--- config.mk ---
export PLATFORM = sky130hd
export DESIGN_NAME = vga_sync_decoder
export DESIGN_NICKNAME = d
export VERILOG_FILES = /design/src/rtl/vga_sync_decoder.sv
export SDC_FILE = /design/constraint.sdc
export NUM_CORES = 1
export LEC_CHECK = 0
export ABC_AREA = 1
export BUFFER_PORTS_ARGS = -buffer_cell sky130_fd_sc_hd__buf_2
export CORE_MARGIN = 3
export CORE_UTILIZATION = 40
export CTS_BUF_LIST = sky130_fd_sc_hd__clkbuf_8
export DETAILED_ROUTE_END_ITERATION = 16
export GPL_ROUTABILITY_DRIVEN = 0
export REMOVE_ABC_BUFFERS = 1
export SYNTH_ARGS = -nofsm -noshare
export SYNTH_HDL_FRONTEND = slang
export SYNTH_SLANG_ARGS = --single-unit
--- constraint.sdc ---
create_clock -name i_clk -period 3.3 [get_ports i_clk]
set_input_delay 0.33 -clock i_clk [delete_from_list [all_inputs] [get_ports i_clk]]
set_output_delay 0.33 -clock i_clk [all_outputs]
set_load 0.02 [all_outputs]
--- src/rtl/vga_sync_decoder.sv ---
// vga_sync_decoder: receive-side monitor for 640x480 VGA timing.
//
// Samples HS/VS on each pixel strobe, recovers the pixel position from the
// sync edges, checks line length, HS width, frame length and VS width
// against the configured mode, and tracks timing lock over whole frames.
//
// Ports:
//   i_clk      system clock
//   i_rst      asynchronous active-high reset
//   i_pix_stb  pixel strobe; state advances only when high
//   i_hs/i_vs  incoming syncs (polarity set by SYNC_ACTIVE_LOW)
//   i_err_clr  clears sticky error bits, honoured on any clock
//   o_x/o_y    recovered pixel position
//   o_active   locked and inside the visible area
//   o_sof      one-clock pulse when locked and the position becomes (0,0)
//   o_locked   timing lock
//   o_err      sticky: [0] line length, [1] HS width, [2] frame length/VS width
module vga_sync_decoder #(
  parameter int unsigned H_ACTIVE        = 640,
  parameter int unsigned H_FP            = 16,
  parameter int unsigned H_SYNC          = 96,
  parameter int unsigned H_BP            = 48,
  parameter int unsigned V_ACTIVE        = 480,
  parameter int unsigned V_FP            = 10,
  parameter int unsigned V_SYNC          = 2,
  parameter int unsigned V_BP            = 33,
  parameter int unsigned SYNC_ACTIVE_LOW = 1,
  parameter int unsigned LOCK_FRAMES     = 2
) (
  input  logic       i_clk,
  input  logic       i_rst,
  input  logic       i_pix_stb,
  input  logic       i_hs,
  input  logic       i_vs,
  input  logic       i_err_clr,
  output logic [9:0] o_x,
  output logic [9:0] o_y,
  output logic       o_active,
  output logic       o_sof,
  output logic       o_locked,
  output logic [2:0] o_err
);

  localparam int unsigned H_TOTAL = H_ACTIVE + H_FP + H_SYNC + H_BP;
  localparam int unsigned V_TOTAL = V_ACTIVE + V_FP + V_SYNC + V_BP;

  localparam logic [9:0]  XStart     = 10'(H_ACTIVE + H_FP);
  localparam logic [9:0]  XLast      = 10'(H_TOTAL - 1);
  localparam logic [9:0]  XVisible   = 10'(H_ACTIVE);
  localparam logic [9:0]  YStart     = 10'(V_ACTIVE + V_FP);
  localparam logic [9:0]  YLast      = 10'(V_TOTAL - 1);
  localparam logic [9:0]  YVisible   = 10'(V_ACTIVE);
  localparam logic [10:0] LineLen    = 11'(H_TOTAL);
  localparam logic [7:0]  HsWidth    = 8'(H_SYNC);
  localparam logic [9:0]  FrameLen   = 10'(V_TOTAL);
  localparam logic [9:0]  VsWidth    = 10'(V_SYNC);
  localparam logic [7:0]  GoodTarget = 8'(LOCK_FRAMES);

  typedef enum logic [1:0] {
    StUnlocked,
    StTraining,
    StLocked
  } lock_state_e;

  lock_state_e state_q, state_d;

  logic        hs_prev_q, hs_prev_d;
  logic        vs_prev_q, vs_prev_d;
  logic        h_seen_q, h_seen_d;
  logic        v_seen_q, v_seen_d;
  logic [9:0]  x_q, x_d;
  logic [9:0]  y_q, y_d;
  logic [10:0] line_cnt_q, line_cnt_d;
  logic [7:0]  hsw_cnt_q, hsw_cnt_d;
  logic [9:0]  frame_cnt_q, frame_cnt_d;
  logic [9:0]  vsw_cnt_q, vsw_cnt_d;
  logic [7:0]  good_cnt_q, good_cnt_d;
  logic        frame_bad_q, frame_bad_d;
  logic [2:0]  err_q, err_d;
  logic        sof_q, sof_d;

  logic       hs_lvl, vs_lvl;
  logic       hs_rise, hs_fall, vs_rise, vs_fall;
  logic       x_wrap;
  logic [2:0] err_set;
  logic       check_fail;

  // Internal sync level is always asserted-high.
  assign hs_lvl = (SYNC_ACTIVE_LOW != 0) ? ~i_hs : i_hs;
  assign vs_lvl = (SYNC_ACTIVE_LOW != 0) ? ~i_vs : i_vs;

  assign hs_rise = i_pix_stb & hs_lvl & ~hs_prev_q;
  assign hs_fall = i_pix_stb & ~hs_lvl & hs_prev_q;
  assign vs_rise = i_pix_stb & vs_lvl & ~vs_prev_q;
  assign vs_fall = i_pix_stb & ~vs_lvl & vs_prev_q;

  // x rolls over to 0 by counting, not by being re-aligned to an HS edge.
  assign x_wrap = i_pix_stb & h_seen_q & ~hs_rise & (x_q == XLast);

  // Position recovery and timing checks.
  always_comb begin
    hs_prev_d   = hs_prev_q;
    vs_prev_d   = vs_prev_q;
    h_seen_d    = h_seen_q;
    v_seen_d    = v_seen_q;
    x_d         = x_q;
    y_d         = y_q;
    line_cnt_d  = line_cnt_q;
    hsw_cnt_d   = hsw_cnt_q;
    frame_cnt_d = frame_cnt_q;
    vsw_cnt_d   = vsw_cnt_q;
    err_set     = 3'b000;

    if (i_pix_stb) begin
      hs_prev_d = hs_lvl;
      vs_prev_d = vs_lvl;

      // Counting only starts once a real HS edge has aligned x.
      if (hs_rise) begin
        x_d      = XStart;
        h_seen_d = 1'b1;
      end else if (h_seen_q) begin
        x_d = (x_q == XLast) ? 10'd0 : x_q + 10'd1;
      end

      // A VS edge takes priority over a coincident x wrap.
      if (vs_rise) begin
        y_d      = YStart;
        v_seen_d = 1'b1;
      end else if (x_wrap && v_seen_q) begin
        y_d = (y_q == YLast) ? 10'd0 : y_q + 10'd1;
      end

      // Line length: strobes from one HS assert edge to the next.
      if (hs_rise) begin
        if (h_seen_q && (line_cnt_q != LineLen)) err_set[0] = 1'b1;
        line_cnt_d = 11'd1;
      end else if (line_cnt_q != '1) begin
        line_cnt_d = line_cnt_q + 11'd1;
      end

      // HS width: asserted strobes since the assert edge.
      if (hs_rise) begin
        hsw_cnt_d = 8'd1;
      end else if (hs_lvl && (hsw_cnt_q != '1)) begin
        hsw_cnt_d = hsw_cnt_q + 8'd1;
      end
      if (hs_fall) begin
        if (h_seen_q && (hsw_cnt_q != HsWidth)) err_set[1] = 1'b1;
        hsw_cnt_d = 8'd0;
      end

      // Frame length: HS assert edges from one VS assert edge to the next.
      if (vs_rise) begin
        if (v_seen_q && (frame_cnt_q != FrameLen)) err_set[2] = 1'b1;
        frame_cnt_d = hs_rise ? 10'd1 : 10'd0;
      end else if (hs_rise && (frame_cnt_q != '1)) begin
        frame_cnt_d = frame_cnt_q + 10'd1;
      end

      // VS width in lines: HS assert edges while VS is asserted.
      if (vs_rise) begin
        vsw_cnt_d = hs_rise ? 10'd1 : 10'd0;
      end else if (hs_rise && vs_lvl && (vsw_cnt_q != '1)) begin
        vsw_cnt_d = vsw_cnt_q + 10'd1;
      end
      if (vs_fall) begin
        if (v_seen_q && (vsw_cnt_q != VsWidth)) err_set[2] = 1'b1;
        vsw_cnt_d = 10'd0;
      end
    end

    // A new error wins over a clear in the same clock.
    err_d = (err_q & ~{3{i_err_clr}}) | err_set;
  end

  assign check_fail = |err_set;

  // Lock tracking over whole frames.
  always_comb begin
    state_d     = state_q;
    good_cnt_d  = good_cnt_q;
    frame_bad_d = frame_bad_q;

    unique case (state_q)
      StUnlocked: begin
        if (vs_rise) begin
          state_d     = StTraining;
          good_cnt_d  = 8'd0;
          frame_bad_d = 1'b0;
        end
      end
      StTraining, StLocked: begin
        if (check_fail) begin
          state_d     = StTraining;
          good_cnt_d  = 8'd0;
          // A failure on the VS edge belongs to the frame that just ended.
          frame_bad_d = ~vs_rise;
        end else if (vs_rise) begin
          frame_bad_d = 1'b0;
          if (!frame_bad_q) begin
            if (good_cnt_q != '1) good_cnt_d = good_cnt_q + 8'd1;
            if (good_cnt_q + 8'd1 >= GoodTarget) state_d = StLocked;
          end
        end
      end
      default: state_d = StUnlocked;
    endcase
  end

  assign sof_d = i_pix_stb & (state_q == StLocked) & (x_d == 10'd0) & (y_d == 10'd0) &
                 ((x_q != 10'd0) | (y_q != 10'd0));

  always_ff @(posedge i_clk or posedge i_rst) begin
    if (i_rst) begin
      state_q     <= StUnlocked;
      // Asserted level, so a sync held through reset release gives no edge.
      hs_prev_q   <= 1'b1;
      vs_prev_q   <= 1'b1;
      h_seen_q    <= 1'b0;
      v_seen_q    <= 1'b0;
      x_q         <= 10'd0;
      y_q         <= 10'd0;
      line_cnt_q  <= 11'd0;
      hsw_cnt_q   <= 8'd0;
      frame_cnt_q <= 10'd0;
      vsw_cnt_q   <= 10'd0;
      good_cnt_q  <= 8'd0;
      frame_bad_q <= 1'b0;
      err_q       <= 3'b000;
      sof_q       <= 1'b0;
    end else begin
      state_q     <= state_d;
      hs_prev_q   <= hs_prev_d;
      vs_prev_q   <= vs_prev_d;
      h_seen_q    <= h_seen_d;
      v_seen_q    <= v_seen_d;
      x_q         <= x_d;
      y_q         <= y_d;
      line_cnt_q  <= line_cnt_d;
      hsw_cnt_q   <= hsw_cnt_d;
      frame_cnt_q <= frame_cnt_d;
      vsw_cnt_q   <= vsw_cnt_d;
      good_cnt_q  <= good_cnt_d;
      frame_bad_q <= frame_bad_d;
      err_q       <= err_d;
      sof_q       <= sof_d;
    end
  end

  assign o_x      = x_q;
  assign o_y      = y_q;
  assign o_err    = err_q;
  assign o_sof    = sof_q;
  assign o_locked = (state_q == StLocked);
  assign o_active = o_locked & (x_q < XVisible) & (y_q < YVisible);

endmodule

==> results.sh <==
export IMPL_p_int_uw=1781
export IMPL_final_cells=922
export IMPL_start_util_pct=41.40
export IMPL_fin_crit_ns=2.201
export IMPL_yosysWarnings=0
export IMPL_ant_nets=0
export IMPL_place_hpwl_um=8766
export IMPL_r2r_start="hs_prev_q$_DFFE_PP1P_"
export IMPL_skew_ns=0.01392
export IMPL_rr_endpoint="o_sof$_DFF_PP0_"
export IMPL_max_slew_margin_pct=53.55
export IMPL_clock_latency_ns=0.37
export IMPL_whs_ns=0.04155
export IMPL_nFillCells=1233
export IMPL_yosysMostFrequentCell="nand2_1"
export IMPL_core_area_um2=12110
export IMPL_grt_util_met3_pct=4.565
export IMPL_grt_use_total_pct=17.73
export IMPL_hold_violations=0
export IMPL_path_class="register to register"
export IMPL_worst_pin_slew_ns=0.6959
export IMPL_ff_latch_area_um2=1954
export IMPL_layout_area_overhead_vs_synth_pct=11.08
export IMPL_viasPerCell=4.890
export IMPL_syn_area_per_cell_um2=7.024
export IMPL_ir_worst_vdd_uv=233.2
export IMPL_synth_seq_cells=78
export IMPL_firstDrtPassIters=5
export IMPL_crit_family="simple AND/OR/NAND/NOR gates"
export IMPL_worstPathRequired_ns=3.61
export IMPL_hold_class="input port to asynchronous set/reset pin"
export IMPL_ios=32
export IMPL_vias=4509
export IMPL_synth_area_leaders="dfrtp_1 38%, nand2_1 13%, inv_1 8.8%"
export IMPL_p_leak_uw=0.002809
export IMPL_tritoncts="yes"
export IMPL_timing_critical_path_mode_cell="nand3_1"
export IMPL_seq_power_share_pct=42.3
export IMPL_yosysTopAreaCell="dfrtp_1"
export IMPL_ctsHoldBuffers=0
export IMPL_finalPower_uw=2778
export IMPL_critPathLaunchType="register"
export IMPL_power_switching_uw=997.3
export IMPL_grt_first_pass_wirelength_um=20280
export IMPL_busiest_layer="met2"
export IMPL_synthCells=714
export IMPL_rsz0062_at_grt="false"
export IMPL_gr_usage_met2_pct=27.52
export IMPL_drive_gt1_share_pct=10.34
export IMPL_slowest_delay_ns=0.52
export IMPL_synth_distinct_cells=39
export IMPL_drt_iter0_markers=342
export IMPL_multiInputGateArea_um2=2555
export IMPL_crit_fanout=24
export IMPL_ys_flop_type="dfrtp_1"
export IMPL_drc=0
export IMPL_fin_nets=773
export IMPL_die_y_um=118.0
export IMPL_grt_max_degree=42
export IMPL_r2r_slack_ns=1.10
export IMPL_cts_setup_buffers=0
export IMPL_dpl_cell_count=907
export IMPL_status="completed"
export IMPL_fin_tns_setup_ns=0
export IMPL_cts_sinks=78
export IMPL_setup_viol=0
export IMPL_ys_async_sr_fraction_pct=100.0
export IMPL_wl_per_cell_um=12.54
export IMPL_synth_seq_area_share_pct=38.97
export IMPL_swShare_pct=35.89
export IMPL_clockPowerShare_pct=29.4
export IMPL_crit_path_cell_trace="inv_1 -> nand3_2 -> nand3_1 -> nor2_1 -> nand2_1 -> xor2_1 -> nand3_1 -> inv_1 -> nand3_1 -> nor2_1"
export IMPL_cts_root_buffer="clkbuf_8"
export IMPL_finalCritPeriodShare_pct=66.69
export IMPL_critPathArrivalTime_ns=2.51
export IMPL_drt_wl_total_um=11560
export IMPL_use_met1_pct=23.69
export IMPL_cts_resized=0
export IMPL_fmax_ghz=0.4544
export IMPL_antenna_found_initial=0
export IMPL_r2r_cells=10
export IMPL_maxSlewViolCount=0
export IMPL_combPwrFrac_pct=28.2
export IMPL_die_x_um=118.0
export IMPL_cts_buffers=9
export IMPL_clock_path_buffers=2
export IMPL_drv_cap=0
export IMPL_num_rows=40
export IMPL_ys_top_cells_by_count="170 x nand2_1, 118 x inv_1, 95 x nor2_1"
export IMPL_slowest_stage="dfstp_2"
export IMPL_htreeDepth=3
export IMPL_portBuffers=31
export IMPL_path_clk_slew_ns=0.09
export IMPL_antenna_cells=0
export IMPL_p_per_area_nw_per_um2=498.8
export IMPL_grt_pass1_vias=4328
export IMPL_grt_overflow_total=0
export IMPL_synth_edf_count=0
export IMPL_netlist_area_um2=5015
export IMPL_synth_top_area_share_pct=37.92
export IMPL_crit_buf_inv=2
export IMPL_crit_path_end_kind="register"
export IMPL_dieArea_um2=13920
[per-stage QoR]
step	area, um2	worst slack, ns	utilization (%)
after CTS	5570	1.102	45.99
after detailed placement	5349	0.8832	44.16
after floorplan	4967	0.9783	-
after global routing	5570	0.8478	45.99
after global placement	5349	0.9265	44.16
final	5570	1.099	45.99
[layout by cell type (no fill, tap or decap), types with 2 or more instances in the layout]
cell,n
nand2_1,170
inv_1,117
nor2_1,95
dfrtp_1,76
nand3_1,67
o21ai_0,36
buf_2,31
a21oi_1,25
nand4_1,18
ha_1,17
nor3_1,15
xor2_1,12
clkbuf_8,11
nand2_2,8
nor3b_1,4
o21a_1,4
nand2_4,4
inv_2,4
clkinv_2,3
o31ai_1,3
nor4_1,3
nor3_2,3
nand3b_1,2
a22oi_1,2
o211ai_1,2
o22ai_1,2
o21bai_1,2
nor2_2,2
xnor2_1,2
bufinv_16,2
dfstp_2,2
buf_4,2
[kinds of logic (layout without fill, tap and decap cells)]
family / count (synthesis) / after routing / synth area share (%)
adder cells (fa/ha/maj): 17 / 17 / 4.241
AND/OR/NAND/NOR: 396 / 396 / 35.55
flip-flops: 78 / 78 / 38.97
XOR/XNOR: 14 / 14 / 2.445
buffers and inverters: 130 / 170 / 10.08
AO/OA/AOI/OAI: 79 / 79 / 8.707
[sequential cells by signal, summed over array words and instances (netlist names)]
signal,flops
frame_cnt_q,10
good_cnt_q,8
frame_bad_q,1
o_y,10
vsw_cnt_q,10
hs_prev_q,1
h_seen_q,1
o_err,3
v_seen_q,1
vs_prev_q,1
o_sof,1
state_q,2
line_cnt_q,11
o_x,10
hsw_cnt_q,8
[final cells by class]
class / instances / share of cell area (%)
clock inverter: 4 / 1.258
multi-input combinational: 506 / 45.87
inverter: 122 / 8.243
sequential: 78 / 35.09
timing repair buffer: 33 / 3.055
tap: 168 / 3.774
clock buffer: 11 / 2.718
[power groups by stage]
stage | Clock [uW] | Sequential [uW] | Combinational, uW
final | 818 | 1180 | 784
after floorplan | 0 | 1200 | 582
after CTS | 852 | 1180 | 794
after global placement | 0 | 1190 | 783
after detailed placement | 0 | 1200 | 791
after global routing | 892 | 1200 | 919
[layer usage]
metal | vias to the layer above | routed length (um)
met1 | 2068 | 5567
met2 | 76 | 5323
li1 | 2347 | -
met3 | 18 | 406
met5 | - | 0
met4 | 0 | 266
[worst max path at each step]
stage | startpoint | to | slack [ns] | cells past startpoint
global route | hs_prev_q$_DFFE_PP1P_ | o_sof$_DFF_PP0_ | 0.85 | 10
finish | hs_prev_q$_DFFE_PP1P_ | o_sof$_DFF_PP0_ | 1.10 | 10
detailed placement | i_pix_stb | o_sof$_DFF_PP0_ | 0.88 | 11
global placement | i_pix_stb | o_sof$_DFF_PP0_ | 0.93 | 11
floorplan | i_rst | frame_bad_q$_DFFE_PP0P_ | 0.98 | 1
CTS | hs_prev_q$_DFFE_PP1P_ | o_sof$_DFF_PP0_ | 1.10 | 10
(Power assumes the default switching activity.)
